### src/rtl/condlogic_pkg.sv
// Shared types and constants for the conditional-execution block.
// Holds ARM condition codes, flag bit positions and the FSM state type.
package condlogic_pkg;

   localparam logic [3:0] EQ = 4'b0000;
   localparam logic [3:0] NE = 4'b0001;
   localparam logic [3:0] CS = 4'b0010;
   localparam logic [3:0] CC = 4'b0011;
   localparam logic [3:0] MI = 4'b0100;
   localparam logic [3:0] PL = 4'b0101;
   localparam logic [3:0] VS = 4'b0110;
   localparam logic [3:0] VC = 4'b0111;
   localparam logic [3:0] HI = 4'b1000;
   localparam logic [3:0] LS = 4'b1001;
   localparam logic [3:0] GE = 4'b1010;
   localparam logic [3:0] LT = 4'b1011;
   localparam logic [3:0] GT = 4'b1100;
   localparam logic [3:0] LE = 4'b1101;
   localparam logic [3:0] AL = 4'b1110;
   localparam logic [3:0] NV = 4'b1111;

   localparam int FN = 3;
   localparam int FZ = 2;
   localparam int FC = 1;
   localparam int FV = 0;

   typedef enum logic {IDLE, BLOCK} state_t;

endpackage

### src/rtl/condlogic_if.sv
// Bundle of decoder requests and qualified write enables.
// master drives Cond/flags/requests/IT fields; slave drives enables, Flags, InBlock.
interface condlogic_if #(
   parameter int MAXBLK = 4
);
   localparam int LW = $clog2(MAXBLK + 1);

   logic [3:0]        Cond;
   logic [3:0]        ALUFlags;
   logic [1:0]        FlagW;
   logic              PCS;
   logic              NextPC;
   logic              RegW;
   logic              MemW;
   logic              NoWrite;
   logic              DecodeEn;
   logic              ItStart;
   logic [3:0]        ItCond;
   logic [MAXBLK-1:0] ItMask;
   logic [LW-1:0]     ItLen;
   logic              PCWrite;
   logic              RegWrite;
   logic              MemWrite;
   logic              CondExD;
   logic [3:0]        Flags;
   logic              InBlock;

   modport master (
      output Cond, ALUFlags, FlagW, PCS, NextPC, RegW, MemW, NoWrite,
      output DecodeEn, ItStart, ItCond, ItMask, ItLen,
      input  PCWrite, RegWrite, MemWrite, CondExD, Flags, InBlock
   );

   modport slave (
      input  Cond, ALUFlags, FlagW, PCS, NextPC, RegW, MemW, NoWrite,
      input  DecodeEn, ItStart, ItCond, ItMask, ItLen,
      output PCWrite, RegWrite, MemWrite, CondExD, Flags, InBlock
   );

endinterface

### src/rtl/condlogic_mc_condcheck.sv
// ARM condition evaluation: Cond, Flags {N,Z,C,V} -> CondEx.
// Purely combinational; NV (1111) never executes.
module condcheck
   import condlogic_pkg::*;
(
   input  logic [3:0] Cond,
   input  logic [3:0] Flags,
   output logic       CondEx
);

   logic n, z, c, v, ge;

   always_comb begin
      n  = Flags[FN];
      z  = Flags[FZ];
      c  = Flags[FC];
      v  = Flags[FV];
      ge = (n == v);
      case (Cond)
         EQ:      CondEx = z;
         NE:      CondEx = ~z;
         CS:      CondEx = c;
         CC:      CondEx = ~c;
         MI:      CondEx = n;
         PL:      CondEx = ~n;
         VS:      CondEx = v;
         VC:      CondEx = ~v;
         HI:      CondEx = c & ~z;
         LS:      CondEx = ~c | z;
         GE:      CondEx = ge;
         LT:      CondEx = ~ge;
         GT:      CondEx = ~z & ge;
         LE:      CondEx = z | ~ge;
         AL:      CondEx = 1'b1;
         default: CondEx = 1'b0;
      endcase
   end

endmodule

### src/rtl/condlogic_mc.sv
// Multi-cycle conditional logic with predicate (IT-style) blocks.
// Ports: clk, reset (async high), bus (condlogic_if.slave).
module condlogic_mc
   import condlogic_pkg::*;
#(
   parameter int MAXBLK = 4,
   parameter bit IT_EN  = 1'b1
) (
   input  logic        clk,
   input  logic        reset,
   condlogic_if.slave  bus
);

   localparam int LW = $clog2(MAXBLK + 1);

   state_t            state;
   logic [LW-1:0]     rem;
   logic [LW-1:0]     idx;
   logic [MAXBLK-1:0] mask_l;
   logic [3:0]        cond_l;
   logic [3:0]        flags;
   logic              condexd;
   logic              condex;
   logic              mbit;
   logic              opener;
   logic [3:0]        eff;
   logic [LW-1:0]     len_c;
   logic [1:0]        flagwrite;

   // Mask bit for the current slot; idx may exceed range only once idle.
   always_comb begin
      mbit = 1'b0;
      for (int i = 0; i < MAXBLK; i++) begin
         if (idx == LW'(i)) mbit = mask_l[i];
      end
   end

   // Inverse condition flips bit 0, except AL which must stay AL.
   always_comb begin
      eff = bus.Cond;
      if (state == BLOCK) begin
         if (mbit)              eff = cond_l;
         else if (cond_l == AL) eff = AL;
         else                   eff = {cond_l[3:1], ~cond_l[0]};
      end
   end

   condcheck u_cc (
      .Cond   (eff),
      .Flags  (flags),
      .CondEx (condex)
   );

   // Only an instruction decoded in IDLE can open a block.
   assign opener = IT_EN && bus.DecodeEn && bus.ItStart
                   && (state == IDLE);
   assign len_c  = (bus.ItLen > LW'(MAXBLK)) ? LW'(MAXBLK) : bus.ItLen;

   always_ff @(posedge clk or posedge reset) begin
      if (reset) begin
         state  <= IDLE;
         rem    <= '0;
         idx    <= '0;
         mask_l <= '0;
         cond_l <= '0;
      end else begin
         unique case (state)
            IDLE: begin
               if (opener && (bus.ItLen != '0)) begin
                  state  <= BLOCK;
                  rem    <= len_c;
                  idx    <= '0;
                  mask_l <= bus.ItMask;
                  cond_l <= bus.ItCond;
               end
            end
            BLOCK: begin
               if (bus.DecodeEn) begin
                  idx <= idx + LW'(1);
                  rem <= rem - LW'(1);
                  if (rem == LW'(1)) state <= IDLE;
               end
            end
         endcase
      end
   end

   assign flagwrite = bus.FlagW & {2{condexd}};

   always_ff @(posedge clk or posedge reset) begin
      if (reset) begin
         flags   <= '0;
         condexd <= 1'b0;
      end else begin
         if (bus.DecodeEn) condexd <= opener ? 1'b1 : condex;
         if (flagwrite[1]) flags[3:2] <= bus.ALUFlags[3:2];
         if (flagwrite[0]) flags[1:0] <= bus.ALUFlags[1:0];
      end
   end

   assign bus.RegWrite = bus.RegW & condexd & ~bus.NoWrite;
   assign bus.MemWrite = bus.MemW & condexd;
   assign bus.PCWrite  = (bus.PCS & condexd) | bus.NextPC;
   assign bus.CondExD  = condexd;
   assign bus.Flags    = flags;
   assign bus.InBlock  = (state == BLOCK);

endmodule

### src/flat_wrapper.sv
// flat-port wrapper written by rule: the top's interface ports become plain ports
module condlogic_mc_flat import condlogic_pkg::*;
#(
   parameter int MAXBLK = 4,
   parameter bit IT_EN  = 1'b1
)
  (clk, reset, bus_Cond, bus_ALUFlags, bus_FlagW, bus_PCS, bus_NextPC, bus_RegW, bus_MemW, bus_NoWrite, bus_DecodeEn, bus_ItStart, bus_ItCond, bus_ItMask, bus_ItLen, bus_PCWrite, bus_RegWrite, bus_MemWrite, bus_CondExD, bus_Flags, bus_InBlock);
  condlogic_if #(.MAXBLK(MAXBLK)) bus_i ();
  input  logic clk;
  input  logic reset;
  input wire logic [$bits(bus_i.Cond)-1:0] bus_Cond;
  input wire logic [$bits(bus_i.ALUFlags)-1:0] bus_ALUFlags;
  input wire logic [$bits(bus_i.FlagW)-1:0] bus_FlagW;
  input wire logic [$bits(bus_i.PCS)-1:0] bus_PCS;
  input wire logic [$bits(bus_i.NextPC)-1:0] bus_NextPC;
  input wire logic [$bits(bus_i.RegW)-1:0] bus_RegW;
  input wire logic [$bits(bus_i.MemW)-1:0] bus_MemW;
  input wire logic [$bits(bus_i.NoWrite)-1:0] bus_NoWrite;
  input wire logic [$bits(bus_i.DecodeEn)-1:0] bus_DecodeEn;
  input wire logic [$bits(bus_i.ItStart)-1:0] bus_ItStart;
  input wire logic [$bits(bus_i.ItCond)-1:0] bus_ItCond;
  input wire logic [$bits(bus_i.ItMask)-1:0] bus_ItMask;
  input wire logic [$bits(bus_i.ItLen)-1:0] bus_ItLen;
  output wire logic [$bits(bus_i.PCWrite)-1:0] bus_PCWrite;
  output wire logic [$bits(bus_i.RegWrite)-1:0] bus_RegWrite;
  output wire logic [$bits(bus_i.MemWrite)-1:0] bus_MemWrite;
  output wire logic [$bits(bus_i.CondExD)-1:0] bus_CondExD;
  output wire logic [$bits(bus_i.Flags)-1:0] bus_Flags;
  output wire logic [$bits(bus_i.InBlock)-1:0] bus_InBlock;
  assign bus_i.Cond = bus_Cond;
  assign bus_i.ALUFlags = bus_ALUFlags;
  assign bus_i.FlagW = bus_FlagW;
  assign bus_i.PCS = bus_PCS;
  assign bus_i.NextPC = bus_NextPC;
  assign bus_i.RegW = bus_RegW;
  assign bus_i.MemW = bus_MemW;
  assign bus_i.NoWrite = bus_NoWrite;
  assign bus_i.DecodeEn = bus_DecodeEn;
  assign bus_i.ItStart = bus_ItStart;
  assign bus_i.ItCond = bus_ItCond;
  assign bus_i.ItMask = bus_ItMask;
  assign bus_i.ItLen = bus_ItLen;
  assign bus_PCWrite = bus_i.PCWrite;
  assign bus_RegWrite = bus_i.RegWrite;
  assign bus_MemWrite = bus_i.MemWrite;
  assign bus_CondExD = bus_i.CondExD;
  assign bus_Flags = bus_i.Flags;
  assign bus_InBlock = bus_i.InBlock;
  condlogic_mc #(.MAXBLK(MAXBLK), .IT_EN(IT_EN)) u_core (.clk(clk), .reset(reset), .bus(bus_i));
endmodule
### config.mk
export PLATFORM = sky130hd
export DESIGN_NAME = condlogic_mc_flat
export DESIGN_NICKNAME = d
export VERILOG_FILES = /design/src/rtl/condlogic_pkg.sv /design/src/rtl/condlogic_if.sv /design/src/rtl/condlogic_mc_condcheck.sv /design/src/rtl/condlogic_mc.sv /design/src/flat_wrapper.sv
export SDC_FILE = /design/constraint.sdc
export NUM_CORES = 1
export LEC_CHECK = 0
export ABC_AREA = 1
export BUFFER_PORTS_ARGS = -buffer_cell sky130_fd_sc_hd__buf_2
export CORE_AREA = 4 4 70 72
export DETAILED_ROUTE_END_ITERATION = 10
export DIE_AREA = 0 0 74 76
export PLACE_DENSITY = 0.59
export SYNTH_ARGS = -nofsm -noshare
export SYNTH_HDL_FRONTEND = slang
export SYNTH_HIERARCHICAL = 1
export SYNTH_SLANG_ARGS = --single-unit
### constraint.sdc
create_clock -name clk -period 2.62 [get_ports clk]
set_input_delay 0.131 -clock clk [delete_from_list [all_inputs] [get_ports clk]]
set_output_delay 0.131 -clock clk [all_outputs]
set_load 0.1 [all_outputs]
==> results.sh <==
export IMPL_r2r_cells=20
export IMPL_cts_buffers=3
export IMPL_rsz0062_at_grt="no"
export IMPL_timing_max_cap_violations=0
export IMPL_drv_slew=0
export IMPL_slew_headroom_pct=48.7
export IMPL_cts_tree="yes"
export IMPL_regArea_um2=500
export IMPL_crit_arrival_ns=2.49
export IMPL_violations="negative hold slack"
export IMPL_first_pass_iters=4
export IMPL_antenna_cells=0
export IMPL_clock_fmax_mhz=426
export IMPL_max_stage_delay_ns=0.43
export IMPL_fin_crit_sh_pct=89.6
export IMPL_async_flop_share_pct=100
export IMPL_cp_start_kind="flop"
export IMPL_clock_sinks=20
export IMPL_synthCells=173
export IMPL_io_pins=39
export IMPL_holdWs_ns=-0.00736
export IMPL_crit_slowest_cell="dfrtp_1"
export IMPL_synthesis_nets=210
export IMPL_grt_max_degree=21
export IMPL_worstSetupPathType="flop to flop"
export IMPL_cp_max_fo=7
export IMPL_skew_ns=0.00839
export IMPL_syn_area_per_cell_um2=7.62
export IMPL_wl_per_cell_um=11.0
export IMPL_p_per_area_nw_per_um2=1370
export IMPL_cts_buffer_depth=2
export IMPL_cts_setup_buffers=0
export IMPL_fin_util_pct=37.8
export IMPL_status="finished, violations left"
export IMPL_synth_most_common_cell="nand2_1"
export IMPL_fp_row_count=24
export IMPL_start_util_pct=30.7
export IMPL_finalHoldViolCount=11
export IMPL_critPathCaptureType="flop"
export IMPL_ys_seq_area_share_pct=38.0
export IMPL_reg2reg_slack_ns=0.27
export IMPL_period_minus_slack_ns=2.35
export IMPL_yosysUniqueCellTypes=20
export IMPL_via_count=1206
export IMPL_die_x_um=74
export IMPL_dp_hpwl_mm=2.30
export IMPL_setup_tns_ns=0
export IMPL_die_h_um=76
export IMPL_area_growth_pct=23.0
export IMPL_synth_common_cells="51 x nand2_1, 23 x inv_1, 20 x dfrtp_1, 17 x nand3_1, 15 x nor2_1"
export IMPL_worstPathRequired_ns=2.76
export IMPL_r2r_end="u_core/bus.CondExD$_DFFE_PP0P_"
export IMPL_route_detailed_drc=0
export IMPL_ant_nets=0
export IMPL_synth_seq_cells=20
export IMPL_gp_congestion=0.823
export IMPL_setup_viol=0
export IMPL_fillers=470
export IMPL_netlist_area_um2=1320
export IMPL_drt_wl_total_mm=2.93
export IMPL_worst_pin_slew_ns=0.769
export IMPL_grt_usage_pct=11.1
export IMPL_synth_top_area_share_pct=38.0
export IMPL_final_cells=267
export IMPL_p_leak_nw=0.900
export IMPL_cts_max_level=1
export IMPL_synth_edff_count=0
export IMPL_drtIter0Drc=80
export IMPL_fin_nets=253
export IMPL_reg2reg_from="u_core/idx[0]$_DFFE_PP0P_"
export IMPL_via_per_inst=4.52
export IMPL_numPortBuffers=38
export IMPL_drive_gt1_share_pct=27.0
export IMPL_grt_pass1_wl_mm=5.00
export IMPL_cp_num_buf_inv=2
export IMPL_die_area_um2=5620
export IMPL_core_um2=4290
export IMPL_cpLargestDelayFamily="simple AND/OR/NAND/NOR gates"
export IMPL_ys_warn_count=6
export IMPL_power_mw=2.22
export IMPL_root_buffer="clkbuf_8"
export IMPL_clk_pin_slew_ns=0.08
export IMPL_path_cells="ha_1 -> ha_1 -> inv_1 -> nand2_1 -> nor2_1 -> nand2_1 -> nand2_1 -> nand2_1 -> nand3_1 -> nand2_1 -> nand2_1 -> clkinv_1 -> nand2_1 -> nand2_1 -> nand2_1 -> nand3_1 -> nor2_1 -> nand2_1 -> o21ai_0 -> nand2_1"
export IMPL_synth_ff_type="dfrtp_1"
export IMPL_multi_input_area_um2=698
export IMPL_synth_top_area_cell="dfrtp_1"
export IMPL_peakVddDrop_v=0.000493
export IMPL_hp_class="input pin to async pin"
export IMPL_worstSkewPairLatency_ns=0.26
export IMPL_dp_cells=263
export IMPL_grt_pass1_vias=1196
export IMPL_cts_resized_gates=0
export IMPL_antenna_found_initial=0
export IMPL_synth_area_top_cells="dfrtp_1 38%, nand2_1 15%, ha_1 6.6%"
export IMPL_hold_buffers=0
export IMPL_path_common_cell="nand2_1"
export IMPL_grt_ovfl_total=0
[layer usage]
layer  global-route usage (%)  part of all wire [%]
met1                     14.3                    48
met2                     17.4                    46
met3                     1.72                   4.4
met4                     5.80                   2.0
met5                        0                     0
[registers in the layout, summed over array words and instances, names as in the netlist]
register	count
u_core/cond_l	4
u_core/mask_l	4
u_core/idx	3
u_core/bus.InBlock	1
u_core/bus.CondExD	1
u_core/bus.Flags	4
u_core/rem	3
[worst register-to-register path: cells and delay by family (launching register included)]
family          cells  cell delay (ns)
compound gates      1             0.17
simple gates       15             1.09
flops               1             0.43
fa+ha+maj           2             0.41
buf+inv             2             0.16
[where the power goes]
part | switching (mW) | internal, mW
Sequential | 0.133 | 0.461
Clock | 0.105 | 0.134
Combinational | 0.958 | 0.428
[cells by family (layout without fill, tap and decap cells)]
logic type | Yosys count | after routing | share of synthesized area [%]
AND/OR/NAND/NOR | 90 | 90 | 29.0
buffers and inverters | 28 | 70 | 9.11
flip-flops | 20 | 20 | 38.0
AO/OA/AOI/OAI | 17 | 17 | 6.93
multiplexers | 10 | 10 | 9.68
adder cells (fa/ha/maj) | 7 | 7 | 6.64
XOR/XNOR | 1 | 1 | 0.664
[placed cells by master (no fill, tap or decap), drive strengths merged]
master and instances:
a21o 1, nand2 54, dfrtp 20, clkbuf 4, ha 7, inv 23, nor3b 1, o22ai 3
a21oi 6, clkinv 3, xnor2 1, nand3 17, nor2 16, nand3b 1, mux2 10, buf 40
o21ai 7, nor3 1
[cell type report]
cell class / instances / area share, %
Tap cell: 52 / 4.01
Inverter: 26 / 6.02
Sequential cell: 20 / 30.9
Timing Repair Buffer: 40 / 12.7
Multi-Input combinational cell: 125 / 43.1
Clock buffer: 4 / 3.40
[worst max-delay path by stage]
stage | start | endpoint | slack [ns] | depth (start not counted)
3_5_place_dp | u_core/idx[0]$_DFFE_PP0P_ | u_core/bus.CondExD$_DFFE_PP0P_ | 0.34 | 20
6_report | u_core/idx[0]$_DFFE_PP0P_ | u_core/bus.CondExD$_DFFE_PP0P_ | 0.27 | 20
5_1_grt | u_core/idx[0]$_DFFE_PP0P_ | u_core/bus.CondExD$_DFFE_PP0P_ | 0.02 | 20
3_3_place_gp | u_core/idx[0]$_DFFE_PP0P_ | u_core/bus.CondExD$_DFFE_PP0P_ | 0.41 | 20
4_1_cts | u_core/idx[0]$_DFFE_PP0P_ | u_core/bus.CondExD$_DFFE_PP0P_ | 0.28 | 20
2_1_floorplan | u_core/bus.InBlock$_DFF_PP0_ | u_core/bus.CondExD$_DFFE_PP0P_ | 0.05 | 12
[through the flow]
step,area (um^2),setup slack [ns],hold WS [ns]
floorplan,1320,0.0505,0.0948
global placement,1570,0.408,0.317
detailed placement,1570,0.339,0.319
CTS,1620,0.282,0.0326
global route,1620,0.0168,0.0756
finish,1620,0.273,-0.00736
No activity file was read; power rests on OpenSTA's default activity.
